**src/rtl/cpu_sequencer_if.sv**
```systemverilog
// Control/status bundle between the TinyChip sequencer and its datapath.
// The sequencer takes the master side; the datapath (or a bench) the slave side.
interface cpu_sequencer_if #(
    parameter int unsigned CNT_W = 16
);
    // Datapath -> sequencer
    logic             start;
    logic             bt;
    logic [2:0]       oc;
    logic             fn;
    logic             cmp_eq;
    logic             eof;

    // Sequencer -> datapath
    logic             ir_load;
    logic             pc_inc;
    logic             pc_write;
    logic             reg_write;
    logic             mem_read;
    logic             mem_write;
    logic             alu_b_imm;
    logic [1:0]       wb_sel;
    logic             busy;
    logic             done;
    logic [CNT_W-1:0] instr_count;

    modport master (
        input  start, bt, oc, fn, cmp_eq, eof,
        output ir_load, pc_inc, pc_write, reg_write, mem_read, mem_write,
               alu_b_imm, wb_sel, busy, done, instr_count
    );

    modport slave (
        output start, bt, oc, fn, cmp_eq, eof,
        input  ir_load, pc_inc, pc_write, reg_write, mem_read, mem_write,
               alu_b_imm, wb_sel, busy, done, instr_count
    );
endinterface

```
**src/rtl/cpu_sequencer.sv**
```systemverilog
// Multi-cycle control FSM for the TinyChip datapath. Each instruction gets one
// fixed strobe sequence, decoded from the current state plus the instruction
// class latched in DECODE. Also counts retired instructions (saturating).
module cpu_sequencer #(
    parameter int unsigned MEM_LAT = 1,
    parameter int unsigned CNT_W   = 16
) (
    input  logic                  clk,
    input  logic                  reset,
    cpu_sequencer_if.master       bus
);

    typedef enum logic [2:0] {
        StIdle, StFetch, StDecode, StExec, StMem, StWb, StHalt
    } state_e;

    typedef enum logic [3:0] {
        ClsAlu, ClsAddi, ClsBeq, ClsBne, ClsLw, ClsSw, ClsShr, ClsShl, ClsJmp
    } cls_e;

    localparam logic [2:0] MemLast = 3'(MEM_LAT - 1);

    state_e           state_q, state_d;
    cls_e             cls_q, cls_d, cls_dec;
    logic [2:0]       mem_cnt_q, mem_cnt_d;
    logic [CNT_W-1:0] cnt_q, cnt_d;
    logic             cnt_clr;

    logic             ir_load, pc_inc, pc_write, reg_write;
    logic             mem_read, mem_write, alu_b_imm;
    logic [1:0]       wb_sel, wb_val;

    // Map the decoded instruction fields onto an execution class.
    always_comb begin
        cls_dec = ClsAlu;
        if (bus.bt) begin
            case (bus.oc)
                3'b010:  cls_dec = ClsBeq;
                3'b011:  cls_dec = ClsBne;
                3'b100:  cls_dec = ClsLw;
                3'b101:  cls_dec = ClsSw;
                3'b110:  cls_dec = ClsShr;
                3'b111:  cls_dec = ClsShl;
                default: cls_dec = ClsAddi;
            endcase
        end else if (bus.fn && bus.oc == 3'b000) begin
            cls_dec = ClsJmp;
        end
    end

    // Writeback source follows the latched class so it is stable from EXEC onwards.
    always_comb begin
        wb_val = 2'b00;
        if (cls_q == ClsLw) begin
            wb_val = 2'b01;
        end else if (cls_q == ClsShr || cls_q == ClsShl) begin
            wb_val = 2'b10;
        end
    end

    // Next-state and strobe decode.
    always_comb begin
        state_d   = state_q;
        cls_d     = cls_q;
        mem_cnt_d = mem_cnt_q;
        cnt_clr   = 1'b0;
        ir_load   = 1'b0;
        pc_inc    = 1'b0;
        pc_write  = 1'b0;
        reg_write = 1'b0;
        mem_read  = 1'b0;
        mem_write = 1'b0;
        alu_b_imm = 1'b0;
        wb_sel    = 2'b00;

        case (state_q)
            StIdle: begin
                if (bus.start) begin
                    cnt_clr = 1'b1;
                    state_d = StFetch;
                end
            end
            StFetch: begin
                ir_load = 1'b1;
                state_d = StDecode;
            end
            StDecode: begin
                if (bus.eof) begin
                    state_d = StHalt;
                end else begin
                    cls_d   = cls_dec;
                    state_d = StExec;
                end
            end
            StExec: begin
                wb_sel = wb_val;
                case (cls_q)
                    ClsLw: begin
                        mem_read  = 1'b1;
                        mem_cnt_d = 3'd0;
                        state_d   = StMem;
                    end
                    ClsSw: begin
                        mem_write = 1'b1;
                        pc_inc    = 1'b1;
                        state_d   = StFetch;
                    end
                    ClsBeq, ClsBne: begin
                        // Taken when the compare matches the branch sense.
                        if ((cls_q == ClsBeq) == bus.cmp_eq) begin
                            pc_write = 1'b1;
                        end else begin
                            pc_inc = 1'b1;
                        end
                        state_d = StFetch;
                    end
                    ClsJmp: begin
                        pc_write = 1'b1;
                        state_d  = StFetch;
                    end
                    ClsShr, ClsShl: begin
                        state_d = StWb;
                    end
                    default: begin
                        alu_b_imm = (cls_q == ClsAddi);
                        state_d   = StWb;
                    end
                endcase
            end
            StMem: begin
                mem_read = 1'b1;
                wb_sel   = wb_val;
                if (mem_cnt_q == MemLast) begin
                    state_d = StWb;
                end else begin
                    mem_cnt_d = mem_cnt_q + 3'd1;
                end
            end
            StWb: begin
                reg_write = 1'b1;
                pc_inc    = 1'b1;
                wb_sel    = wb_val;
                state_d   = StFetch;
            end
            StHalt: begin
                if (bus.start) begin
                    cnt_clr = 1'b1;
                    state_d = StFetch;
                end
            end
            default: begin
                state_d = StIdle;
            end
        endcase
    end

    // Retired-instruction counter: one count per PC strobe, saturating.
    always_comb begin
        cnt_d = cnt_q;
        if (cnt_clr) begin
            cnt_d = '0;
        end else if ((pc_inc || pc_write) && cnt_q != {CNT_W{1'b1}}) begin
            cnt_d = cnt_q + CNT_W'(1);
        end
    end

    // State, class, memory-wait and counter registers.
    always_ff @(posedge clk or negedge reset) begin
        if (!reset) begin
            state_q   <= StIdle;
            cls_q     <= ClsAlu;
            mem_cnt_q <= 3'd0;
            cnt_q     <= '0;
        end else begin
            state_q   <= state_d;
            cls_q     <= cls_d;
            mem_cnt_q <= mem_cnt_d;
            cnt_q     <= cnt_d;
        end
    end

    assign bus.ir_load     = ir_load;
    assign bus.pc_inc      = pc_inc;
    assign bus.pc_write    = pc_write;
    assign bus.reg_write   = reg_write;
    assign bus.mem_read    = mem_read;
    assign bus.mem_write   = mem_write;
    assign bus.alu_b_imm   = alu_b_imm;
    assign bus.wb_sel      = wb_sel;
    assign bus.busy        = (state_q != StIdle) && (state_q != StHalt);
    assign bus.done        = (state_q == StHalt);
    assign bus.instr_count = cnt_q;

endmodule

```
**src/flat_wrapper.sv**
```systemverilog
// flat-port wrapper written by rule: the top's interface ports become plain ports
module cpu_sequencer_flat 
#(
    parameter int unsigned MEM_LAT = 1,
    parameter int unsigned CNT_W   = 16
)
  (clk, reset, bus_start, bus_bt, bus_oc, bus_fn, bus_cmp_eq, bus_eof, bus_ir_load, bus_pc_inc, bus_pc_write, bus_reg_write, bus_mem_read, bus_mem_write, bus_alu_b_imm, bus_wb_sel, bus_busy, bus_done, bus_instr_count);
  cpu_sequencer_if #(.CNT_W(CNT_W)) bus_i ();
  input  logic clk;
  input  logic reset;
  input wire logic [$bits(bus_i.start)-1:0] bus_start;
  input wire logic [$bits(bus_i.bt)-1:0] bus_bt;
  input wire logic [$bits(bus_i.oc)-1:0] bus_oc;
  input wire logic [$bits(bus_i.fn)-1:0] bus_fn;
  input wire logic [$bits(bus_i.cmp_eq)-1:0] bus_cmp_eq;
  input wire logic [$bits(bus_i.eof)-1:0] bus_eof;
  output wire logic [$bits(bus_i.ir_load)-1:0] bus_ir_load;
  output wire logic [$bits(bus_i.pc_inc)-1:0] bus_pc_inc;
  output wire logic [$bits(bus_i.pc_write)-1:0] bus_pc_write;
  output wire logic [$bits(bus_i.reg_write)-1:0] bus_reg_write;
  output wire logic [$bits(bus_i.mem_read)-1:0] bus_mem_read;
  output wire logic [$bits(bus_i.mem_write)-1:0] bus_mem_write;
  output wire logic [$bits(bus_i.alu_b_imm)-1:0] bus_alu_b_imm;
  output wire logic [$bits(bus_i.wb_sel)-1:0] bus_wb_sel;
  output wire logic [$bits(bus_i.busy)-1:0] bus_busy;
  output wire logic [$bits(bus_i.done)-1:0] bus_done;
  output wire logic [$bits(bus_i.instr_count)-1:0] bus_instr_count;
  assign bus_i.start = bus_start;
  assign bus_i.bt = bus_bt;
  assign bus_i.oc = bus_oc;
  assign bus_i.fn = bus_fn;
  assign bus_i.cmp_eq = bus_cmp_eq;
  assign bus_i.eof = bus_eof;
  assign bus_ir_load = bus_i.ir_load;
  assign bus_pc_inc = bus_i.pc_inc;
  assign bus_pc_write = bus_i.pc_write;
  assign bus_reg_write = bus_i.reg_write;
  assign bus_mem_read = bus_i.mem_read;
  assign bus_mem_write = bus_i.mem_write;
  assign bus_alu_b_imm = bus_i.alu_b_imm;
  assign bus_wb_sel = bus_i.wb_sel;
  assign bus_busy = bus_i.busy;
  assign bus_done = bus_i.done;
  assign bus_instr_count = bus_i.instr_count;
  cpu_sequencer #(.MEM_LAT(MEM_LAT), .CNT_W(CNT_W)) u_core (.clk(clk), .reset(reset), .bus(bus_i));
endmodule
```
**config.mk**
```make
export PLATFORM = sky130hd
export DESIGN_NAME = cpu_sequencer_flat
export DESIGN_NICKNAME = d
export VERILOG_FILES = /design/src/rtl/cpu_sequencer_if.sv /design/src/rtl/cpu_sequencer.sv /design/src/flat_wrapper.sv
export SDC_FILE = /design/constraint.sdc
export NUM_CORES = 1
export LEC_CHECK = 0
export ABC_AREA = 1
export BUFFER_PORTS_ARGS = -buffer_cell sky130_fd_sc_hd__buf_2
export CORE_ASPECT_RATIO = 1.2
export CORE_MARGIN = 4
export CORE_UTILIZATION = 45
export DETAILED_ROUTE_END_ITERATION = 10
export HOLD_SLACK_MARGIN = 0.03
export PLACE_DENSITY = 0.75
export SYNTH_ARGS = -nofsm -noshare
export SYNTH_HDL_FRONTEND = slang
export SYNTH_SLANG_ARGS = --single-unit
```
**constraint.sdc**
```tcl
create_clock -name clk -period 2.9 [get_ports clk]
set_input_delay 0.29 -clock clk [delete_from_list [all_inputs] [get_ports clk]]
set_output_delay 0.29 -clock clk [all_outputs]
set_load 0.01 [all_outputs]
```
==> results_dict.tcl, run 1 <==
set metrics [dict create \
    ys_seq_area_share_pct 33.7 \
    hpwl_mm 3.02 \
    critPathTopFamily "simple AND/OR/NAND/NOR gates" \
    report.final.slew_viol_count 0 \
    synth_top_cell_by_area "dfrtp_1" \
    synth-seq-cells 26 \
    worst_setup_path_start_kind "flop" \
    antenna_found_initial 0 \
    cpPeakStageDelay_ns 0.48 \
    path_class "reg2out" \
    clock-root-buffer "clkbuf_8" \
    worst_pin_slew_ns 0.616 \
    cts_sinks 26 \
    crit_path_cell_trace "nor2_4 -> inv_2 -> nor2_4 -> nand3_2 -> nand2_4 -> nand2_4 -> inv_1 -> buf_2" \
    die_y_um 79.8 \
    die_x_um 67.8 \
    gp_congestion 0.862 \
    wirelength_mm 4.07 \
    antenna_left 0 \
    arrival_ns 1.51 \
    status "complete, no violations" \
    cp_data_required_time_ns 2.61 \
    hold_viol 0 \
    h-tree-depth 1 \
    drt_iter0_markers 94 \
    critPathMaxFanout 4 \
    ys_top_cells_by_area "dfrtp_1 34%, nand2_1 11%, nand3_2 6.7%, nand3_1 6.2%, inv_1 6.0%" \
    drive_gt1_share_pct 25.2 \
    setup-tns-final_ns 0 \
    grt_max_degree 32 \
    fin_skew_ns 0.0110 \
    syn-instance-count 258 \
    fin_nets 308 \
    slowest_stage "dfrtp_1" \
    dieArea_um2 5410 \
    peakVddDrop_v 0.000473 \
    relSlewSlack_pct 58.9 \
    yosysWarnings 0 \
    async_flop_share_pct 100 \
    fin_hold_ws_ns 0.258 \
    path_buf_inv 3 \
    worstSkewPairLatency_ns 0.28 \
    synth_common_cells "57 x nand2_1, 31 x inv_1, 27 x nor2_1" \
    drt_pass1_iterations 4 \
    leakagePower_nw 1.24 \
    cp-end-kind "output port" \
    grt_pass1_vias 1598 \
    cts-buffers-inserted 3 \
    yosysMostFrequentCell "nand2_1" \
    p_per_area_nw_per_um2 622 \
    area.growth.synth_to_final_pct 15.0 \
    core_um2 4040 \
    via_per_inst 5.05 \
    portBuffers 36 \
    post-cts-setup-buffers 0 \
    timing.final.crit_share_pct 62.0 \
    max_freq_mhz 557 \
    hp-class "in2reg" \
    syn-num-nets 271 \
    netlist_area_um2 1930 \
    routedWlPerCell_um 11.7 \
    clockBufferDepth 2 \
    vias 1756 \
    io-pin-count 37 \
    fin_crit_ns 1.80 \
    diodes 0 \
    setup_viol 0 \
    start_util_pct 47.9 \
    clkTransAtPathRegs_ns 0.09 \
    maxCapViolCount 0 \
    synth_top_area_share_pct 33.7 \
    syn_area_per_cell_um2 7.49 \
    grt_pass1_wl_mm 7.01 \
    rows 25 \
    globalRouteOverflowTotal 0 \
    cts_tree "yes" \
    grtUsageTotal_pct 16.5 \
    synth_ff_type "dfrtp_1" \
    drcViolationCount 0 \
    synth_edf_count 0 \
    rsz0062_at_grt "no" \
    synth.distinct_cells 33 \
]
[sequential cells by signal, indices dropped and copies added (netlist names)]
| register | count |
|---|---|
| u_core.bus.instr_count | 16 |
| u_core.cls_q | 4 |
| u_core.mem_cnt_q | 3 |
| u_core.state_q | 3 |
[per-stage QoR]
step | instances | cell area (um2) | util, % | total power [mW] | setup WS [ns]
after detailed placement | 343 | 2140 | 53.1 | 1.08 | 1.13
final | 348 | 2220 | 55.1 | 1.38 | 1.10
after CTS | 348 | 2220 | 55.1 | 1.39 | 1.09
after global placement | 343 | 2140 | 53.1 | 1.07 | 1.17
after global routing | 348 | 2220 | 55.1 | 1.49 | 0.932
after floorplan | 258 | 1930 | - | 0.962 | 1.28
[layout make-up]
class | count | area, um2
fill | 389 | 1810
multi-input combinational | 188 | 1090
clock buffer | 3 | 41.3
sequential | 26 | 651
inverter | 38 | 143
clock inverter | 1 | 30.0
tap | 54 | 67.6
timing repair buffer | 38 | 198
[routing by layer]
metal	wire [um]	vias to the layer above	track usage (%)
met4	98	0	7.95
met5	0	-	0
met2	1960	45	27.2
li1	-	918	-
met3	212	11	2.68
met1	1800	782	20.5
[final timing paths]
path                                           start                   endpoint  slack [ns]  cells after the start
min in group asynchronous                      reset          u_core.state_q[0]        0.54                      2
hold reg to reg                  u_core.mem_cnt_q[2]        u_core.mem_cnt_q[2]        0.54                      2
setup / recovery                     u_core.cls_q[3]                 bus_pc_inc        1.10                      8
hold / removal                             bus_oc[2]            u_core.cls_q[2]        0.26                      3
setup reg to reg           u_core.bus.instr_count[0]  u_core.bus.instr_count[5]        1.11                      7
max in group asynchronous                      reset  u_core.bus.instr_count[6]        1.95                      2
[timing repair]
item,in CTS,in global routing
hold buffers,1,0
endpoints found under the hold margin,15,0
resized for setup,0,0
[cells by family (layout without fill, tap and decap cells)]
family	Yosys count	after routing	synth area share, %
DFF	26	26	33.7
xor gates and xnor gates	12	12	5.44
AOI/OAI and AO/OA	14	14	3.88
and+or+nand+nor	159	159	45.3
adders and majority gates	3	3	1.94
buffers and inverters	44	80	9.77
[worst register-to-register path: cells and delay by family (launching register included)]
| kind | cells | cell delay, ns |
|---|---|---|
| adders and majority gates | 1 | 0.25 |
| DFF | 1 | 0.44 |
| and+or+nand+nor | 6 | 1.04 |
[layout by cell type (no fill, tap or decap), drive strengths merged]
cell,n
nor2,33
bufinv,1
and2,1
dfrtp,26
inv,37
nor4,2
nand2,63
nand3,37
o21ai,8
o211ai,1
clkinv,1
ha,3
buf,37
nand3b,1
or2,1
xor2,9
nand4,18
dlygate4sd3,1
clkbuf,3
xnor2,3
a21oi,4
nor3,3
o21bai,1
[power by group]
part           internal, mW  switching (mW)
Combinational         0.186           0.390
Sequential            0.418          0.0763
Clock                 0.185           0.128
No activity file was read; power rests on OpenSTA's default activity.
==> inputs of run 2 (changes only) <==
--- a/config.mk
+++ b/config.mk
@@ -12,7 +12,7 @@
 export CORE_UTILIZATION = 45
 export DETAILED_ROUTE_END_ITERATION = 10
 export HOLD_SLACK_MARGIN = 0.03
-export PLACE_DENSITY = 0.75
+export PLACE_DENSITY = 0.78
 export SYNTH_ARGS = -nofsm -noshare
 export SYNTH_HDL_FRONTEND = slang
 export SYNTH_SLANG_ARGS = --single-unit
==> constraint.sdc (replaced) <==
create_clock -name clk -period 1.5 [get_ports clk]
set_input_delay 0.15 -clock clk [delete_from_list [all_inputs] [get_ports clk]]
set_output_delay 0.15 -clock clk [all_outputs]
set_load 0.01 [all_outputs]
==> results_dict.tcl, run 2 (synthesized netlist as in run 1, its figures left out) <==
set metrics [dict create \
    crit_start "u_core.cls_q[3]" \
    drt_iter0_markers 120 \
    grtUsageTotal_pct 19.1 \
    dieArea_um2 5410 \
    slowest_stage "dfrtp_2" \
    final_common_cell "nand2_1" \
    cp-end-kind "output port" \
    io-pin-count 37 \
    vias 1976 \
    report.final.slew_viol_count 0 \
    regToRegStartpoint "u_core.cls_q[3]" \
    path_buf_inv 3 \
    wirelength_mm 4.93 \
    hp-class "in2reg" \
    cp_data_required_time_ns 1.35 \
    portBuffers 36 \
    fin_nets 346 \
    core_um2 4040 \
    grt_max_degree 32 \
    maxCapViolCount 0 \
    antenna_found_initial 0 \
    layout_setup_ws_ns -0.106 \
    hold_viol 0 \
    arrival_ns 1.46 \
    largest_reg_flops 16 \
    final_cell_area_um2 2650 \
    final_cell_mix "53 x nand2_1, 34 x buf_2, 30 x buf_4, 28 x inv_1, 23 x nor2_1" \
    relSlewSlack_pct 58.9 \
    r2r_end "u_core.bus.instr_count[0]" \
    cts_sinks 26 \
    via_per_inst 5.12 \
    grt_pass1_vias 1925 \
    drcViolationCount 0 \
    critPathTopFamily "simple AND/OR/NAND/NOR gates" \
    h-tree-depth 1 \
    crit_path_cell_trace "nor2_4 -> inv_2 -> nor2_4 -> nand3_2 -> nand2_2 -> nand2_4 -> inv_2 -> buf_6" \
    drt_pass1_iterations 4 \
    fin_skew_ns 0.00527 \
    fin_crit_ns 1.61 \
    status "complete, but fails checks" \
    antenna_left 0 \
    rows 25 \
    max_freq_mhz 623 \
    peakVddDrop_v 0.000935 \
    fin_util_pct 65.7 \
    worstSkewPairLatency_ns 0.27 \
    worst_setup_path_start_kind "flop" \
    cts-buffers-inserted 3 \
    clock-root-buffer "clkbuf_8" \
    critPathMaxFanout 4 \
    endpoint "bus_pc_write" \
    diodes 0 \
    place_area_um2 2380 \
    clkTransAtPathRegs_ns 0.09 \
    min_from "bus_oc[2]" \
    hpwl_mm 3.64 \
    violations "setup timing" \
    rsz0062_at_grt "yes" \
    worstRegToRegCells 10 \
    leakagePower_nw 1.44 \
    die_x_um 67.8 \
    p_per_area_nw_per_um2 1120 \
    start_util_pct 47.9 \
    path_class "reg2out" \
    cts_tree "yes" \
    drive_gt1_share_pct 40.7 \
    die_y_um 79.8 \
    n_fill_cell 333 \
    globalRouteOverflowTotal 0 \
    gp_congestion 0.896 \
    worst_pin_slew_ns 0.617 \
    clockBufferDepth 2 \
    timing.final.crit_share_pct 107 \
    rrSetupSlack_ns 0.01 \
    grt_pass1_wl_mm 8.02 \
    routedWlPerCell_um 12.8 \
    setup_viol 6 \
    crit_cells 8 \
    cpPeakStageDelay_ns 0.45 \
    area.growth.synth_to_final_pct 37.2 \
]
## run 2: cell count changes in the layout (fill, tap and decap cells not counted), sizes merged
cell	before	now
buf	37	74
bufinv	1	0
clkbuf	3	4
nand2	63	64
## run 2: where the power goes
group          internal (mW)  total (mW)  switching, mW
clock                  0.190       0.401          0.212
sequential             0.822       0.981          0.158
combinational          0.654        1.60          0.947
total                   1.67        2.98           1.32
## run 2: layer usage
metal	global-route usage (%)	wire length, um
met1	21.9	1900
met2	35.3	2670
met3	2.39	255
met4	6.56	95
met5	0	0
## run 2: per-stage QoR
stage | total power [mW] | TNS, ns | cells | setup WS, ns | hold slack [ns]
6_report | 2.98 | -0.395 | 386 | -0.106 | 0.128
5_1_grt | 3.22 | -2.36 | 386 | -0.198 | 0.127
4_1_cts | 2.80 | -0.440 | 384 | -0.126 | 0.121
3_5_place_dp | 2.27 | -0.0285 | 370 | -0.0105 | 0.189
3_3_place_gp | 2.22 | 0 | 370 | 0.0341 | 0.188
2_1_floorplan | 1.86 | 0 | 258 | 0.0220 | -0.146
## run 2: worst min path at each step
stage | to | slack [ns] | cells past startpoint
after floorplan | u_core.bus.instr_count[0] | -0.15 | 0
after global placement | u_core.bus.instr_count[2] | 0.19 | 1
after detailed placement | u_core.bus.instr_count[4] | 0.19 | 1
after CTS | u_core.cls_q[3] | 0.12 | 3
after global routing | u_core.cls_q[3] | 0.13 | 3
final | u_core.cls_q[2] | 0.13 | 3
## run 2: what timing repair did
item	4_1_cts	5_1_grt
hold endpoints to repair	26	0
setup buffers	8	2
gates resized for setup	14	24
hold buffers	1	0
pin swaps	8	22
cloned	1	0
setup endpoints to repair	21	27
## run 2: cell type report
type / instances / area [um2] / share of cell area (%)
well taps: 54 / 67.6 / 2.55
flip-flops and latches: 26 / 659 / 24.9
inverters: 38 / 145 / 5.47
repair buffers: 75 / 544 / 20.5
multi-input cells: 189 / 1190 / 44.9
clock buffers: 4 / 45.0 / 1.70
## run 2: worst register-to-register path, cell delays in order, from the launching register on
cell and delay (ns):
dfrtp_2 0.45, nor2_4 0.16, inv_2 0.07, nor2_4 0.11, nand3_2 0.09, nand2_4 0.07
nand2_4 0.06, nand2_8 0.13, buf_6 0.12, nand4_1 0.08, nand2_1 0.08
